$ cat src/rtl/timer_ctrl_if.sv
// CPU-side register bus for the countdown timer: control store, status load, irq.
interface timer_ctrl_if;
  logic        TIMER_ctrl_we;
  logic [31:0] TIMER_ctrl_wdata;
  logic [31:0] TIMER_done_rdata;
  logic        irq;

  // Decoder / CPU side drives the control strobe and reads status.
  modport master (
    output TIMER_ctrl_we,
    output TIMER_ctrl_wdata,
    input  TIMER_done_rdata,
    input  irq
  );

  // Timer side consumes the control strobe and presents status.
  modport slave (
    input  TIMER_ctrl_we,
    input  TIMER_ctrl_wdata,
    output TIMER_done_rdata,
    output irq
  );
endinterface

$ cat src/rtl/timer_ctrl.sv
// Memory-mapped countdown timer: a control write loads a tick count and
// optional periodic mode; a prescaler turns clk cycles into ticks; expiry
// raises sticky done (and overrun on a repeat expiry) plus a one-cycle irq.
module timer_ctrl #(
  parameter int TICK_DIV = 100000,
  parameter int CNT_W    = 31
) (
  input  logic        clk,
  input  logic        reset,
  timer_ctrl_if.slave bus
);

  localparam int PRESC_W = (TICK_DIV > 1) ? $clog2(TICK_DIV) : 1;
  localparam logic [PRESC_W-1:0] PRESC_MAX = PRESC_W'(TICK_DIV - 1);
  localparam logic [CNT_W-1:0]   CNT_ONE   = CNT_W'(1);

  typedef enum logic [1:0] {
    ST_IDLE    = 2'd0,
    ST_RUN     = 2'd1,
    ST_EXPIRED = 2'd2
  } state_t;

  state_t             state_q,     state_d;
  logic [PRESC_W-1:0] prescaler_q, prescaler_d;
  logic [CNT_W-1:0]   remaining_q, remaining_d;
  logic [CNT_W-1:0]   reload_q,    reload_d;
  logic               periodic_q,  periodic_d;
  logic               done_q,      done_d;
  logic               overrun_q,   overrun_d;
  logic               irq_q,       irq_d;

  logic [CNT_W-1:0]   wr_count;
  logic               tick;
  logic               busy;

  assign wr_count = bus.TIMER_ctrl_wdata[CNT_W-1:0];
  assign busy     = (state_q == ST_RUN);

  // Next-state logic: a control write always takes priority over counting,
  // so a write landing on an expiry edge suppresses that expiry entirely.
  always_comb begin
    state_d     = state_q;
    prescaler_d = prescaler_q;
    remaining_d = remaining_q;
    reload_d    = reload_q;
    periodic_d  = periodic_q;
    done_d      = done_q;
    overrun_d   = overrun_q;
    irq_d       = 1'b0;
    tick        = 1'b0;

    if (bus.TIMER_ctrl_we) begin
      done_d      = 1'b0;
      overrun_d   = 1'b0;
      prescaler_d = '0;
      if (wr_count == '0) begin
        state_d     = ST_IDLE;
        remaining_d = '0;
      end else begin
        state_d     = ST_RUN;
        remaining_d = wr_count;
        reload_d    = wr_count;
        periodic_d  = bus.TIMER_ctrl_wdata[31];
      end
    end else if (state_q == ST_RUN) begin
      if (prescaler_q == PRESC_MAX) begin
        prescaler_d = '0;
        tick        = 1'b1;
      end else begin
        prescaler_d = prescaler_q + PRESC_W'(1);
      end

      if (tick) begin
        if (remaining_q > CNT_ONE) begin
          remaining_d = remaining_q - CNT_ONE;
        end else begin
          // Expiry: a second expiry before software clears done is an overrun.
          irq_d     = 1'b1;
          overrun_d = overrun_q | done_q;
          done_d    = 1'b1;
          if (periodic_q) begin
            remaining_d = reload_q;
          end else begin
            remaining_d = '0;
            state_d     = ST_EXPIRED;
          end
        end
      end
    end
  end

  // State register with asynchronous active-low reset.
  always_ff @(posedge clk or negedge reset) begin
    if (!reset) begin
      state_q     <= ST_IDLE;
      prescaler_q <= '0;
      remaining_q <= '0;
      reload_q    <= '0;
      periodic_q  <= 1'b0;
      done_q      <= 1'b0;
      overrun_q   <= 1'b0;
      irq_q       <= 1'b0;
    end else begin
      state_q     <= state_d;
      prescaler_q <= prescaler_d;
      remaining_q <= remaining_d;
      reload_q    <= reload_d;
      periodic_q  <= periodic_d;
      done_q      <= done_d;
      overrun_q   <= overrun_d;
      irq_q       <= irq_d;
    end
  end

  assign bus.TIMER_done_rdata = {29'd0, overrun_q, busy, done_q};
  assign bus.irq              = irq_q;

endmodule

$ cat src/flat_wrapper.sv
// flat-port wrapper written by rule: the top's interface ports become plain ports
module timer_ctrl_flat 
#(
  parameter int TICK_DIV = 100000,
  parameter int CNT_W    = 31
)
  (clk, reset, bus_TIMER_ctrl_we, bus_TIMER_ctrl_wdata, bus_TIMER_done_rdata, bus_irq);
  timer_ctrl_if bus_i ();
  input  logic clk;
  input  logic reset;
  input wire logic [$bits(bus_i.TIMER_ctrl_we)-1:0] bus_TIMER_ctrl_we;
  input wire logic [$bits(bus_i.TIMER_ctrl_wdata)-1:0] bus_TIMER_ctrl_wdata;
  output wire logic [$bits(bus_i.TIMER_done_rdata)-1:0] bus_TIMER_done_rdata;
  output wire logic [$bits(bus_i.irq)-1:0] bus_irq;
  assign bus_i.TIMER_ctrl_we = bus_TIMER_ctrl_we;
  assign bus_i.TIMER_ctrl_wdata = bus_TIMER_ctrl_wdata;
  assign bus_TIMER_done_rdata = bus_i.TIMER_done_rdata;
  assign bus_irq = bus_i.irq;
  timer_ctrl #(.TICK_DIV(TICK_DIV), .CNT_W(CNT_W)) u_core (.clk(clk), .reset(reset), .bus(bus_i));
endmodule
$ cat config.mk
export PLATFORM = sky130hd
export DESIGN_NAME = timer_ctrl_flat
export DESIGN_NICKNAME = d
export VERILOG_FILES = /design/src/rtl/timer_ctrl_if.sv /design/src/rtl/timer_ctrl.sv /design/src/flat_wrapper.sv
export SDC_FILE = /design/constraint.sdc
export NUM_CORES = 1
export LEC_CHECK = 0
export ABC_AREA = 1
export ABC_CLOCK_PERIOD_IN_PS = 3000
export BUFFER_PORTS_ARGS = -buffer_cell sky130_fd_sc_hd__buf_4
export CORE_MARGIN = 2
export CORE_UTILIZATION = 37
export DETAILED_ROUTE_END_ITERATION = 16
export PLACE_DENSITY = 0.66
export RECOVER_POWER = 25
export REMOVE_ABC_BUFFERS = 1
export SLEW_MARGIN = 20
export SYNTH_ARGS = -nofsm -noshare
export SYNTH_HDL_FRONTEND = slang
export SYNTH_SLANG_ARGS = --single-unit
$ cat constraint.sdc
create_clock -name clk -period 3 [get_ports clk]
set_input_delay 0.15 -clock clk [delete_from_list [all_inputs] [get_ports clk]]
set_output_delay 0.15 -clock clk [all_outputs]
set_load 0.03 [all_outputs]
==> out/metrics.cfg, run 1 <==
[clock_tree]
clockRootBuffer = clkbuf_16
cts-htree-levels = 3
cts_setup_buffers = 0
cts_sinks = 85
ctsResizeCount = 0
clockBufferDepth = 2
hold_buffers = 1
clk_pin_slew_ns = 0.06
cts_tree = done
cts_made_buffers = 9
clk_latency_ns = 0.36

[cells_and_area]
n_antenna_cell = 0
area_growth_pct = 10.23
nets = 869
fillCellCount = 1578
regArea_um2 = 2127
drive_above_1_share_pct = 10.77
multiInputGateArea_um2 = 2858

[synth]
synth_edf_count = 0
yosysMostFrequentCell = nand2_1
synthAdderAreaFrac_pct = 0.6804
synth_top_area_share_pct = 38.56
ys_top_cells_by_area = dfrtp_1 (39%), nand2_1 (18%), nor2_1 (7.2%)
synthFlopType = dfrtp_1
synth_common_cells = nand2_1 (269), nor2_1 (106), dfrtp_1 (85), a21oi_1 (75), nand3_1 (55)
avgSynthCellArea_um2 = 6.827
synthDistinctLibCells = 33
synth_top_family_by_area = simple AND/OR/NAND/NOR gates
yosys.area_share.simple_pct = 36.90
synth-warning-count = 0
netlist_area_um2 = 5517
ys_ff_latch = 85
synth_compound_area_share_pct = 9.163
synth.largest_area_cell = dfrtp_1
synth_mux_area_share_pct = 0
async_flop_share_pct = 100.0
synth-xor-area-share_pct = 3.017
yosysSeqAreaShare_pct = 38.56
synth_cells = 808

[power]
power.switching_uw = 1026
intPower_uw = 2138
switching_share_pct = 32.42
leakage_uw = 0.002849
sequentialPowerShare_pct = 44.1
clkPwrFrac_pct = 35.7
ir_drop_mv = 0.2734
finalPower_uw = 3164
p_comb_share_pct = 20.2
power_density_nw_per_um2 = 520.3

[die]
start_util_pct = 37.96
io_pins = 68
fp.coreArea_um2 = 14530
die_area_um2 = 15900
die_x_um = 126.1
die_h_um = 126.1
rows = 44

[setup_path]
r2r_end = u_core.remaining_q[17]
critPathBufInv = 2
path_class = flop to flop
critical_path_arrival_ns = 2.44
worst-path-max-fanout = 33
critPathCaptureType = flop
critPathMaxStageDelay_ns = 0.42
crit_required_ns = 3.27
r2r_slack_ns = 0.83
r2r_start = u_core.remaining_q[7]
cp_slowest_cell = dfrtp_1
reg2reg_depth = 11
crit_chain = nor2_1 -> nand2_1 -> nor2_4 -> nand2_4 -> inv_4 -> nand2_2 -> nand2_4 -> inv_4 -> nand2_1 -> nand3_1 -> a21oi_1
startpoint_type = flop
critical_path.top_delay_family = simple AND/OR/NAND/NOR gates

[global_route]
grt_pass1_wl_um = 23270
grt_use_met1_pct = 25.69
overflow = 0
busiest_layer = met2
grt_use_met3_pct = 3.866
use_met2_pct = 28.21
grt_max_degree = 72
grt_pass1_vias = 4695
grtUsageTotal_pct = 17.99
antenna_found_initial = 0

[worst_hold_path]
hold-path-endpoint = u_core.reload_q[30]
hold_depth = 3
hold_path.class = input pin to flop
min_from = bus_TIMER_ctrl_wdata[30]

[sta]
setup_tns_ns = 0
finalHoldViolations = 0
fin_crit_sh_pct = 72.30
max_freq_mhz = 461.1
min_period_ns = 2.169
relSlewSlack_pct = -20.99
worst_slew_pin_slew_ns = 1.815
rsz0062_at_grt = false
drv_slew = 72
finalSetupViolCount = 0
skew_ns = 0.007500

[drt]
drt_iter0_drc = 382
drc = 0
routed_wl_um = 13750
avgRoutedWirePerCell_um = 13.48
vias = 4963
detail-route-antenna-nets = 0
dr.pass1.iters = 5
via_per_inst = 4.866

[run_status]
status = finished, violations left
violations = capacitance limit, slew limit

[placed_design]
place_congestion = 0.9524
io_buffer_count = 38
dp_hpwl_um = 9531

[flow_run]
cap_viol_max_count = 1

cells by family after synthesis:
logic type	after synthesis
AOI/OAI and AO/OA	98
xor gates and xnor gates	19
adders and majority gates	3
buffers and inverters	120
DFF	85
other	1
and+or+nand+nor	482
placed cells by master, fill, tap and decap left out, types with 11 or more instances in the layout:
cell type and instances:
o21ai_0 16, dfrtp_1 85, nand3_1 55, a21oi_1 75
nand2_1 269, nand2_2 13, conb_1 29, nor2_1 106
inv_1 49, buf_4 41, xor2_1 11
tightest hold or removal path: stages:
cell and delay, ns:
buf_4 0.09, nand2_1 0.04, nand2_1 0.05
layout make-up:
cell class	instances	share of cell area (%)
multi-input combinational	631	47.00
sequential	85	34.98
timing repair buffer	47	5.823
tap	184	3.786
clock buffer	10	3.765
inverter	57	3.601
clock inverter	6	1.049
worst max path at each step:
stage                     startpoint                     end  depth (start not counted)
2_1_floorplan  u_core.prescaler_q[0]   u_core.remaining_q[0]                          9
3_3_place_gp   u_core.remaining_q[7]       u_core.state_q[0]                         12
3_5_place_dp   u_core.remaining_q[7]       u_core.state_q[0]                         12
4_1_cts        u_core.remaining_q[7]  u_core.remaining_q[17]                         11
5_1_grt        u_core.remaining_q[7]   u_core.remaining_q[5]                         11
6_report       u_core.remaining_q[7]  u_core.remaining_q[17]                         11
registers in the layout, summed over array words and instances (netlist names):
name,flops
u_core.overrun_q,1
u_core.done_q,1
u_core.periodic_q,1
u_core.bus.irq,1
u_core.state_q,2
u_core.remaining_q,31
u_core.reload_q,31
u_core.prescaler_q,17
layer usage:
layer / vias up / share of wire (%)
li1: 2543 / -
met1: 2308 / 50
met2: 100 / 45
met3: 12 / 4.0
met4: 0 / 1.1
met5: - / 0
power by group through the flow:
| stage | clock, uW | combinational [uW] | sequential (uW) |
|---|---|---|---|
| after global placement | 0 | 631 | 1410 |
| after CTS | 1140 | 642 | 1390 |
| after floorplan | 0 | 437 | 1390 |
| final | 1130 | 639 | 1400 |
| after global routing | 1190 | 731 | 1410 |
| after detailed placement | 0 | 636 | 1410 |
per-stage QoR:
step                      setup WS, ns  hold slack (ns)  util, %  area [um2]  instances
after floorplan                 0.7659          -0.1456        -        5200        773
after global placement          0.8895           0.3616    39.85        5792       1003
after detailed placement        0.8515           0.3612    39.85        5792       1003
after CTS                       0.8262          0.01029    41.93        6095       1020
after global routing            0.5747          0.02214    41.84        6081       1020
final                           0.8311          0.01212    41.84        6081       1020
No activity file was read; power rests on OpenSTA's default activity.
==> inputs of run 2 (changes only) <==
--- a/config.mk
+++ b/config.mk
@@ -6,7 +6,7 @@
 export NUM_CORES = 1
 export LEC_CHECK = 0
 export ABC_AREA = 1
-export ABC_CLOCK_PERIOD_IN_PS = 3000
+export ABC_CLOCK_PERIOD_IN_PS = 2060
 export BUFFER_PORTS_ARGS = -buffer_cell sky130_fd_sc_hd__buf_4
 export CORE_MARGIN = 2
 export CORE_UTILIZATION = 37
==> constraint.sdc (replaced) <==
create_clock -name clk -period 2.06 [get_ports clk]
set_input_delay 0.103 -clock clk [delete_from_list [all_inputs] [get_ports clk]]
set_output_delay 0.103 -clock clk [all_outputs]
set_load 0.03 [all_outputs]
==> out/metrics.cfg, run 2 (synthesis results as in run 1) <==
[cells_and_area]
drive_above_1_share_pct = 11.14
fillCellCount = 1499
most-common-layout-cells = nand2_1 (269), nor2_1 (105), dfrtp_1 (85), a21oi_1 (75), nand3_1 (55)
final_common_cell = nand2_1
finalInstanceArea_um2 = 6476
nets = 904
reg_top3 = u_core.reload_q: 31 flops, u_core.remaining_q: 31 flops, u_core.prescaler_q: 17 flops
area_growth_pct = 17.40
n_antenna_cell = 0

[power]
finalPower_uw = 4681
ir_drop_mv = 0.3468
power_density_nw_per_um2 = 722.9
leakage_uw = 0.003017

[die]
die_area_um2 = 15900
die_x_um = 126.1
rows = 44
die_h_um = 126.1
io_pins = 68
start_util_pct = 37.96
fp.coreArea_um2 = 14530

[global_route]
overflow = 0
grtUsageTotal_pct = 18.32
grt_pass1_wl_um = 23860
antenna_found_initial = 0
grt_pass1_vias = 4843
grt_max_degree = 64

[sta]
fin_crit_sh_pct = 92.54
max_freq_mhz = 524.6
worst_slew_pin_slew_ns = 1.102
skew_ns = 0.01017
min_period_ns = 1.906
whs_ns = 0.01273
drv_slew = 0
finalSetupViolCount = 0
finalHoldViolations = 0
rsz0062_at_grt = false
relSlewSlack_pct = 26.55

[setup_path]
startpoint_type = flop
path_class = flop to flop
crit_required_ns = 2.36
worst-path-max-fanout = 19
critical_path_arrival_ns = 2.21
critPathCaptureType = flop

[drt]
routed_wl_um = 14050
dr.pass1.iters = 5
drc = 0
vias = 5122
drt_iter0_drc = 349
via_per_inst = 4.855
avgRoutedWirePerCell_um = 13.32
detail-route-antenna-nets = 0

[clock_tree]
cts-htree-levels = 3
clockBufferDepth = 2
cts_sinks = 85
clk_latency_ns = 0.36
cts_tree = done
clk_pin_slew_ns = 0.07
cts_setup_buffers = 0
clockRootBuffer = clkbuf_16
cts_made_buffers = 9

[placed_design]
io_buffer_count = 38
placed_cell_area_um2 = 5859
place_congestion = 0.9710
dp_hpwl_um = 9772

[flow_run]
cap_viol_max_count = 0

[run_status]
status = finished clean

[worst_hold_path]
hold_path.class = input pin to flop

-- run 2: changes by cell type in the layout (fill, tap and decap cells not counted) --
cell           change
buf_12             +3
clkbuf_1           -2
clkinv_2           -1
nor2_1             -1
inv_6              +1
clkinvlp_4         +1
dlygate4sd3_1     +31
buf_4              +1
nor2_2             +1
buf_6              +1
-- run 2: path summary, 6_finish.rpt --
path                                          startpoint                    end  slack [ns]  cells past startpoint
worst max-delay path               u_core.remaining_q[7]       u_core.overrun_q        0.15                     11
worst min-delay path            bus_TIMER_ctrl_wdata[31]      u_core.periodic_q        0.01                      3
worst max register to register     u_core.remaining_q[7]       u_core.overrun_q        0.15                     11
worst min register to register       u_core.reload_q[16]    u_core.reload_q[16]        0.47                      2
max in group asynchronous                          reset  u_core.prescaler_q[1]        0.76                      3
min in group asynchronous                          reset    u_core.reload_q[21]        0.49                      2
-- run 2: repair_timing --
item                       in CTS  in global routing
setup endpoints to repair       0                  4
hold endpoints to repair       72                  0
hold buffers                   32                  0
resized for setup               0                  2
-- run 2: power breakdown --
group | internal [uW] | switching (uW)
sequential | 1850 | 188
clock | 943 | 714
combinational | 380 | 611
total | 3170 | 1510
-- run 2: layout make-up --
type	count	area (um2)	area share (%)
Multi-Input combinational cell	631	2860	44.17
Clock buffer	9	225.2	3.478
Clock inverter	7	75.07	1.159
Tap cell	184	230.2	3.555
Sequential cell	85	2127	32.84
Timing Repair Buffer	82	739.5	11.42
Inverter	57	219.0	3.381
-- run 2: stage by stage --
| stage | TNS [ns] | setup WS, ns | instances | util [%] |
|---|---|---|---|---|
| 2_1_floorplan | -5.799 | -0.1741 | 773 | - |
| 3_3_place_gp | 0 | 0.1280 | 1007 | 40.32 |
| 3_5_place_dp | 0 | 0.1112 | 1007 | 40.32 |
| 4_1_cts | 0 | 0.07541 | 1055 | 44.59 |
| 5_1_grt | 0 | 0.01745 | 1055 | 44.56 |
| 6_report | 0 | 0.1536 | 1055 | 44.56 |
-- run 2: critical path: stages, from the launching register on --
cell     delay [ns]
dfrtp_1        0.42
nor2_1         0.22
nand2_1        0.14
nor2_4         0.16
nand2_4        0.07
inv_4          0.08
nand2_2        0.07
nand2_4        0.13
buf_6          0.22
nand2_1        0.12
nor2_1         0.10
o21a_1         0.11
-- run 2: routing by layer --
metal	routed length [um]	global-route usage, %
met1	6743	25.48
met2	6388	28.62
met3	693	4.163
met4	223	5.495
met5	0	0
